[src/rtl/sram_ctrl_pkg.sv]
// Shared types and default constants for the 32-bit-over-16-bit SRAM controller.
package sram_ctrl_pkg;

  typedef enum logic [2:0] {
    IDLE  = 3'd0,
    RD_LO = 3'd1,
    RD_HI = 3'd2,
    WR_LO = 3'd3,
    WR_HI = 3'd4,
    DONE  = 3'd5
  } state_e;

  localparam int unsigned DEFAULT_WAIT_CYCLES = 2;
  localparam logic [31:0] DEFAULT_BASE_ADDR   = 32'd1024;

endpackage

[src/rtl/sram_controller.sv]
// Bridges 32-bit MEM-stage loads/stores onto a 16-bit asynchronous SRAM as
// two timed halfword accesses, stalling the pipeline through ready.
//
// state | meaning
// ------+-----------------------------------------------------------
// IDLE  | no access; accept a request (write wins over read)
// RD_LO | read low halfword, capture on last wait cycle
// RD_HI | read high halfword, capture on last wait cycle
// WR_LO | drive low halfword, strobe released on last wait cycle
// WR_HI | drive high halfword, strobe released on last wait cycle
// DONE  | access complete, ready high for one cycle, back to IDLE
import sram_ctrl_pkg::*;

module sram_controller #(
  parameter int unsigned WAIT_CYCLES = DEFAULT_WAIT_CYCLES,
  parameter logic [31:0] BASE_ADDR   = DEFAULT_BASE_ADDR
) (
  input  logic        clk,
  input  logic        rst,
  input  logic        mem_read_enable,
  input  logic        mem_write_enable,
  input  logic [31:0] address,
  input  logic [31:0] write_data,
  output logic [31:0] read_data,
  output logic        ready,
  output logic [17:0] sram_addr,
  output logic [15:0] sram_dq_out,
  output logic        sram_dq_oe,
  input  logic [15:0] sram_dq_in,
  output logic        sram_we_n
);

  localparam logic [3:0] LAST_CNT = 4'(WAIT_CYCLES - 1);

  state_e      state_q, state_d;
  logic [3:0]  cnt_q, cnt_d;
  logic [31:0] addr_q, addr_d;
  logic [31:0] wdata_q, wdata_d;
  logic [31:0] rdata_q, rdata_d;

  logic        last_cnt;
  logic        req;
  logic [31:0] eff;
  logic        unused_eff;

  assign last_cnt = (cnt_q == LAST_CNT);
  assign req      = mem_read_enable | mem_write_enable;
  // Byte offset into SRAM; only the word index is used, halfword select comes from the state.
  assign eff        = addr_q - BASE_ADDR;
  assign unused_eff = ^{eff[31:19], eff[1:0]};
  assign read_data  = rdata_q;

  // State, wait counter and latched request/response registers.
  always_ff @(posedge clk) begin
    if (rst) begin
      state_q <= IDLE;
      cnt_q   <= 4'd0;
      addr_q  <= 32'd0;
      wdata_q <= 32'd0;
      rdata_q <= 32'd0;
    end else begin
      state_q <= state_d;
      cnt_q   <= cnt_d;
      addr_q  <= addr_d;
      wdata_q <= wdata_d;
      rdata_q <= rdata_d;
    end
  end

  // Next-state, counter and capture logic; counter restarts on every state change.
  always_comb begin
    state_d = state_q;
    cnt_d   = cnt_q;
    addr_d  = addr_q;
    wdata_d = wdata_q;
    rdata_d = rdata_q;
    case (state_q)
      IDLE: begin
        cnt_d = 4'd0;
        if (mem_write_enable) begin
          addr_d  = address;
          wdata_d = write_data;
          state_d = WR_LO;
        end else if (mem_read_enable) begin
          addr_d  = address;
          wdata_d = write_data;
          state_d = RD_LO;
        end
      end
      RD_LO: begin
        if (last_cnt) begin
          rdata_d[15:0] = sram_dq_in;
          state_d       = RD_HI;
          cnt_d         = 4'd0;
        end else begin
          cnt_d = cnt_q + 4'd1;
        end
      end
      RD_HI: begin
        if (last_cnt) begin
          rdata_d[31:16] = sram_dq_in;
          state_d        = DONE;
          cnt_d          = 4'd0;
        end else begin
          cnt_d = cnt_q + 4'd1;
        end
      end
      WR_LO: begin
        if (last_cnt) begin
          state_d = WR_HI;
          cnt_d   = 4'd0;
        end else begin
          cnt_d = cnt_q + 4'd1;
        end
      end
      WR_HI: begin
        if (last_cnt) begin
          state_d = DONE;
          cnt_d   = 4'd0;
        end else begin
          cnt_d = cnt_q + 4'd1;
        end
      end
      DONE: begin
        state_d = IDLE;
        cnt_d   = 4'd0;
      end
      default: begin
        state_d = IDLE;
        cnt_d   = 4'd0;
      end
    endcase
  end

  // SRAM bus and handshake outputs decoded from the current state.
  always_comb begin
    ready       = 1'b0;
    sram_addr   = 18'd0;
    sram_dq_out = 16'd0;
    sram_dq_oe  = 1'b0;
    sram_we_n   = 1'b1;
    case (state_q)
      IDLE:  ready = ~req;
      RD_LO: sram_addr = {eff[18:2], 1'b0};
      RD_HI: sram_addr = {eff[18:2], 1'b1};
      WR_LO: begin
        sram_addr   = {eff[18:2], 1'b0};
        sram_dq_out = wdata_q[15:0];
        sram_dq_oe  = 1'b1;
        sram_we_n   = last_cnt;
      end
      WR_HI: begin
        sram_addr   = {eff[18:2], 1'b1};
        sram_dq_out = wdata_q[31:16];
        sram_dq_oe  = 1'b1;
        sram_we_n   = last_cnt;
      end
      DONE:    ready = 1'b1;
      default: ready = 1'b0;
    endcase
  end

endmodule
[config.mk]
export PLATFORM = sky130hd
export DESIGN_NAME = sram_controller
export DESIGN_NICKNAME = d
export VERILOG_FILES = /design/src/rtl/sram_ctrl_pkg.sv /design/src/rtl/sram_controller.sv
export SDC_FILE = /design/constraint.sdc
export NUM_CORES = 1
export LEC_CHECK = 0
export CAP_MARGIN = 20
export CORE_ASPECT_RATIO = 1.4
export CORE_MARGIN = 10
export CORE_UTILIZATION = 28
export CTS_CLUSTER_DIAMETER = 150
export CTS_CLUSTER_SIZE = 12
export DETAILED_ROUTE_END_ITERATION = 12
export PLACE_DENSITY = 0.62
export SYNTH_ARGS = -nofsm -noshare
export SYNTH_HDL_FRONTEND = slang
export SYNTH_SLANG_ARGS = --single-unit
[constraint.sdc]
create_clock -name clk -period 3.1 [get_ports clk]
set_clock_uncertainty 0.2 [all_clocks]
set_input_delay 0.465 -clock clk [delete_from_list [all_inputs] [get_ports clk]]
set_output_delay 0.465 -clock clk [all_outputs]
set_load 0.1 [all_outputs]
**After elaboration in Yosys (flattened, before gate mapping)**

Cells that the tools add are included.

- Bits in registers: 90
- Bits of input ports: 84
- Output and inout port bits: 69
- Word-level logic and storage cells: 47

- Add/sub/neg operators: 2
- Equal/unequal tests: 10
- Muxes and demuxes: 15
- Bitwise logic cells: 3
- Reductions and logical operators: 11

Operator list:

| cell | count |
|---|---|
| $mux 32 | 2 |
| $mux 19 | 2 |
| $pmux 18 s2 | 1 |
| $pmux 16 s2 | 1 |
| $sub 19x11->19 const B | 1 |
| $mux 3 | 5 |
| $pmux 3 s4 | 1 |
| $eq 3x2->1 const B | 2 |
| $eq 3x3->1 const B | 2 |
| $reduce_and 2->1 | 3 |
| $reduce_or 2->1 | 3 |
| $add 4x1->4 const B | 1 |
| $eq 4x1->1 const B | 1 |
| $ne 2x2->1 const B | 2 |
| $reduce_and 4->1 | 1 |
| $reduce_or 4->1 | 1 |
| $eq 3x1->1 const B | 1 |
| $logic_not 3->1 | 1 |
| $ne 3x3->1 const B | 1 |
| $reduce_or 3->1 | 1 |
| $mux 1 | 2 |
| $ne 2x1->1 const B | 1 |
| $not 1->1 | 2 |
| $pmux 1 s2 | 1 |
| 2 further kinds | 2 |

**Logic depth before layout (Yosys ltp)**

- Depth after elaboration: 4
- Depth in mapped cells: 8
- Gate-level depth less buffers: 5

**Worst setup path after synthesis**

OpenSTA, ideal clock, no wires.

- Path type: register to output
- Start: register state_q[2]
- End: output port sram_addr[15]
- Data arrival time: 3.217 ns
- Path slack: -0.782 ns
- Stages on the path, launching flop included: 6
- Path buffers: 2
- Path through: dfxtp_1 clkbuf_1 or3_1 clkbuf_1 nand2_1 nor3_1

- Word-level cells in the longest chain between the ends: 3

Ends and longest elaborated chain:

| item | RTL line | RTL |
|---|---|---|
| from (decl) | sram_controller.sv:35 | `state_e state_q, state_d;` |
| from (signal assigned) | sram_controller.sv:62 | `state_q <= state_d;` |
| $eq 3x3->1 (tied with other cells) | sram_controller.sv:142 | `case (state_q)` |
| $reduce_or 2->1 (no line) | -- |  |
| $pmux 18 s2 (*) | sram_controller.sv:142 |  |
| to (decl) | sram_controller.sv:26 | `output logic [17:0] sram_addr,` |

Mark *: on every way between the ends. The rest lies on a longest branch, timed or not.

**Final worst setup path**

- Start: register addr_q[12]
- End: output port sram_addr[17]

- Word-level cells in the longest chain between the ends: 2

Ends and longest elaborated chain:

| item | RTL line | RTL |
|---|---|---|
| from (decl) | sram_controller.sv:37 | `logic [31:0] addr_q, addr_d;` |
| from (signal assigned) | sram_controller.sv:64 | `addr_q <= addr_d;` |
| $sub 19x11->19 | sram_controller.sv:49 | `assign eff = addr_q - BASE_ADDR;` |
| $pmux 18 s2 | sram_controller.sv:142 |  |

No other way between the ends.

==> Flow_metrics.wiki <==
{| class="wikitable"
! Metric !! Value
|-
| Status || complete, no violations
|-
| Sequential Power Share || 0.316
|-
| Detailed placer's ending HPWL || roughly 8500 um
|-
| Routability congestion estimate from global placement || 0.777
|-
| Count of unique library cells instantiated by Yosys || 40
|-
| Combined flip-flop and latch cell area || 0.00176 mm^2
|-
| Port-buffer cells || 137
|-
| Slew margin rel. || 0.588
|-
| Final Non-Filler Cells || 764
|-
| Share of total power in combinational logic || 0.420
|-
| Number of max-cap violations || 0
|-
| Final Net Count || 653
|-
| Synthesized instance count || between 400 and 500
|-
| Top-area cell type share of the netlist area || 0.408
|-
| Unrepaired setup endpoints after global routing || no
|-
| Cell types with the highest counts after synthesis || nand2b_1, dfxtp_1, mux2i_1
|-
| Crit path launch type || flip-flop
|-
| Total clock buffers created by CTS || 9
|-
| Critical path endpoint category || primary output
|-
| Commonest register cell after synthesis || dfxtp_1
|-
| WS Path Type || flip-flop to primary output
|-
| Multi-input gate area in the final layout || 0.00240 mm^2
|-
| Clock latency on the worst-skew pair || 0.32 ns
|-
| X dimension of the die || 125 um
|-
| Die Y-Extent || 167 um
|-
| Number of hold buffers added after CTS || 0
|-
| Starting density of the core || 0.287
|-
| Dpl cells || 747
|-
| Cell area after synthesis || between 0.004 and 0.005 mm^2
|-
| HP Class || flip-flop to flip-flop
|-
| Die area || 0.0208 mm^2
|-
| Arrival time reported for the critical path endpoint || 2.25 ns
|-
| Area growth, synth to finish || 47.0%
|-
| Maximum number of pins on one net before global-route repair || 105
|-
| Wire per inst || 15.1 um
|-
| Post-cts sizing count || 0
|-
| Net count after synthesis || 530
|-
| Iteration count of the initial detailed-routing pass || 4
|-
| Max clock buf depth || 2
|-
| Filler cells || 1426
|-
| Total Wirelength || 11500 um
|-
| Clock power frac || 0.263
|-
| Layout cell share with drive strength beyond 1 || 0.180
|-
| Post-route fraction of the period consumed by the critical path || 0.941
|-
| Number of global-route vias before repair || 3644
|-
| Number of vias per cell after detailed routing || 4.48
|-
| Switching Fraction || 0.393
|-
| Total number of vias || roughly 3400
|-
| Sw power || 0.00171 W
|-
| Placeable core area || 0.0151 mm^2
|-
| Sum of internal, switching and leakage power || about 0.0043 W
|-
| Required time reported for the critical path endpoint || 2.43 ns
|-
| Final core utilization || 0.421
|-
| Upper clock frequency limit || between 300 and 400 MHz
|-
| Clock edge transition at the registers on the reported setup and hold paths || 0.07 ns
|-
| Async set or reset register ratio after synthesis || 0
|-
| Placed instance area || 0.00602 mm^2
|-
| Number of hold-slack violations in the final timing report || 0
|-
| Area contributors post-synth || dfxtp_1, nand2b_1, mux2i_1
|-
| Number of antenna violations at the first check in global routing || 1
|-
| Rows || 53
|-
| Largest vdd supply drop || about 630 uV
|-
| Number of violations reported at the end of detailed-routing iteration 0 || 167
|-
| Synthesized area per cell || 9.74 um^2
|-
| Total routing usage reported by global routing || 0.109
|-
| Remaining global-route overflow || 0
|-
| Sinks on Clock Net || 88
|-
| TritonCTS clock tree || yes
|-
| Yosys reg bits || between 80 and 90
|-
| DRC violation count after routing || 0
|-
| Master cell of the clock root buffer || clkbuf_16
|-
| Most frequent cell after synthesis || nand2b_1
|-
| Register area share after synthesis || 0.408
|-
| Routed Antenna Nets || 0
|-
| H-tree depth reported by CTS || 3
|-
| Slew of the pin with the lowest slew margin || 0.619 ns
|-
| Setup-violating endpoint count in the final report || 0
|-
| Design area || 0.00634 mm^2
|-
| Top cell type by total area after synthesis || dfxtp_1
|-
| Power per Cell Area || 685 mW/mm^2
|-
| Final Slew Violations || 0
|-
| Number of enable-type register cells in the synthesized netlist || 0
|-
| Setup Buffers After CTS || 0
|-
| Cell-internal power || 0.00264 W
|-
| Leakage || 2.63 nW
|-
| Total number of yosys warnings || 0
|-
| Worst Path Max Fanout || 6
|-
| Num ports || roughly 150
|-
| Crit path time final || 2.92 ns
|-
| Final-layout worst hold slack || 0.273 ns
|-
| First-pass GRT wire length || about 19000 um
|}
==> critical path, cell delays in order (launching register included) <==
cell	delay [ns]
dfxtp_1	0.36
or4_1	0.63
or4_1	0.52
a21oi_2	0.21
buf_12	0.20
==> cells by family (layout without fill, tap and decap cells) <==
| kind of cell | after synthesis | in the layout | synth area share |
|---|---|---|---|
| DFF | 88 | 88 | 0.408 |
| muxes | 83 | 83 | 0.193 |
| xor gates and xnor gates | 5 | 5 | 0.0102 |
| AOI/OAI and AO/OA | 30 | 30 | 0.0534 |
| buffers and inverters | 35 | 163 | 0.0421 |
| and+or+nand+nor | 199 | 199 | 0.285 |
| other | 0 | 1 | 0 |
| adders and majority gates | 3 | 3 | 0.00870 |
==> power groups by stage <==
stage,registers (W),logic [W],clock network (W)
final,0.00138,0.00182,0.00114
after global routing,0.00140,0.00193,0.00123
after detailed placement,0.00140,0.00185,0
after global placement,0.00139,0.00183,0
after floorplan,0.00150,0.00118,0
after CTS,0.00137,0.00185,0.00119
==> path summary, 6_finish.rpt <==
path / startpoint / end / slack, ns / cells after the start
max: addr_q[12] / sram_addr[17] / 0.18 / 4
min: wdata_q[6] / wdata_q[6] / 0.27 / 2
max reg2reg: cnt_q[0] / read_data[5] / 0.90 / 4
min reg2reg: wdata_q[6] / wdata_q[6] / 0.27 / 2
==> cells in the final DEF (no fill, tap or decap), types with 2 or more instances in the layout <==
cell / netlist / routed
a21oi_1: 6 / 3
a21oi_2: 0 / 3
a22o_1: 16 / 16
and3_1: 8 / 8
buf_12: 1 / 29
buf_4: 2 / 47
bufinv_16: 0 / 2
clkbuf_1: 23 / 2
clkbuf_16: 0 / 9
clkdlybuf4s50_1: 0 / 67
dfxtp_1: 88 / 88
ha_1: 3 / 3
inv_1: 3 / 3
mux2i_1: 83 / 83
nand2_1: 5 / 5
nand2b_1: 149 / 149
nor2_1: 15 / 14
o31ai_1: 2 / 2
or3_1: 4 / 4
or4_1: 3 / 3
xnor2_1: 4 / 4
==> metrics by stage <==
stage | TNS [ns] | setup slack, ns
6_report | 0 | 0.183
4_1_cts | 0 | 0.156
3_3_place_gp | 0 | 0.562
3_5_place_dp | 0 | 0.535
2_1_floorplan | -0.127 | -0.0283
5_1_grt | 0 | 0.0722
==> state kept, by name (all words and copies together), names as in the netlist <==
register,cells
read_data,32
wdata_q,32
addr_q,17
cnt_q,4
state_q,3
==> routing by layer <==
metal	up-vias	track usage	share of wire
met2	91	0.183	0.49
met5	-	0	0
met4	0	0.0331	0.010
met1	1581	0.127	0.43
met3	7	0.0407	0.070
li1	1742	-	-
==> cell type report <==
class                           count  share of cell area
Multi-Input combinational cell    320               0.379
Sequential cell                    88               0.278
Timing Repair Buffer              144               0.254
Tap cell                          192              0.0379
Clock buffer                       11              0.0367
Clock inverter                      5              0.0128
Inverter                            3             0.00178
Antenna cell                        1            0.000395
Note: power is estimated with default switching activity, not from simulation.
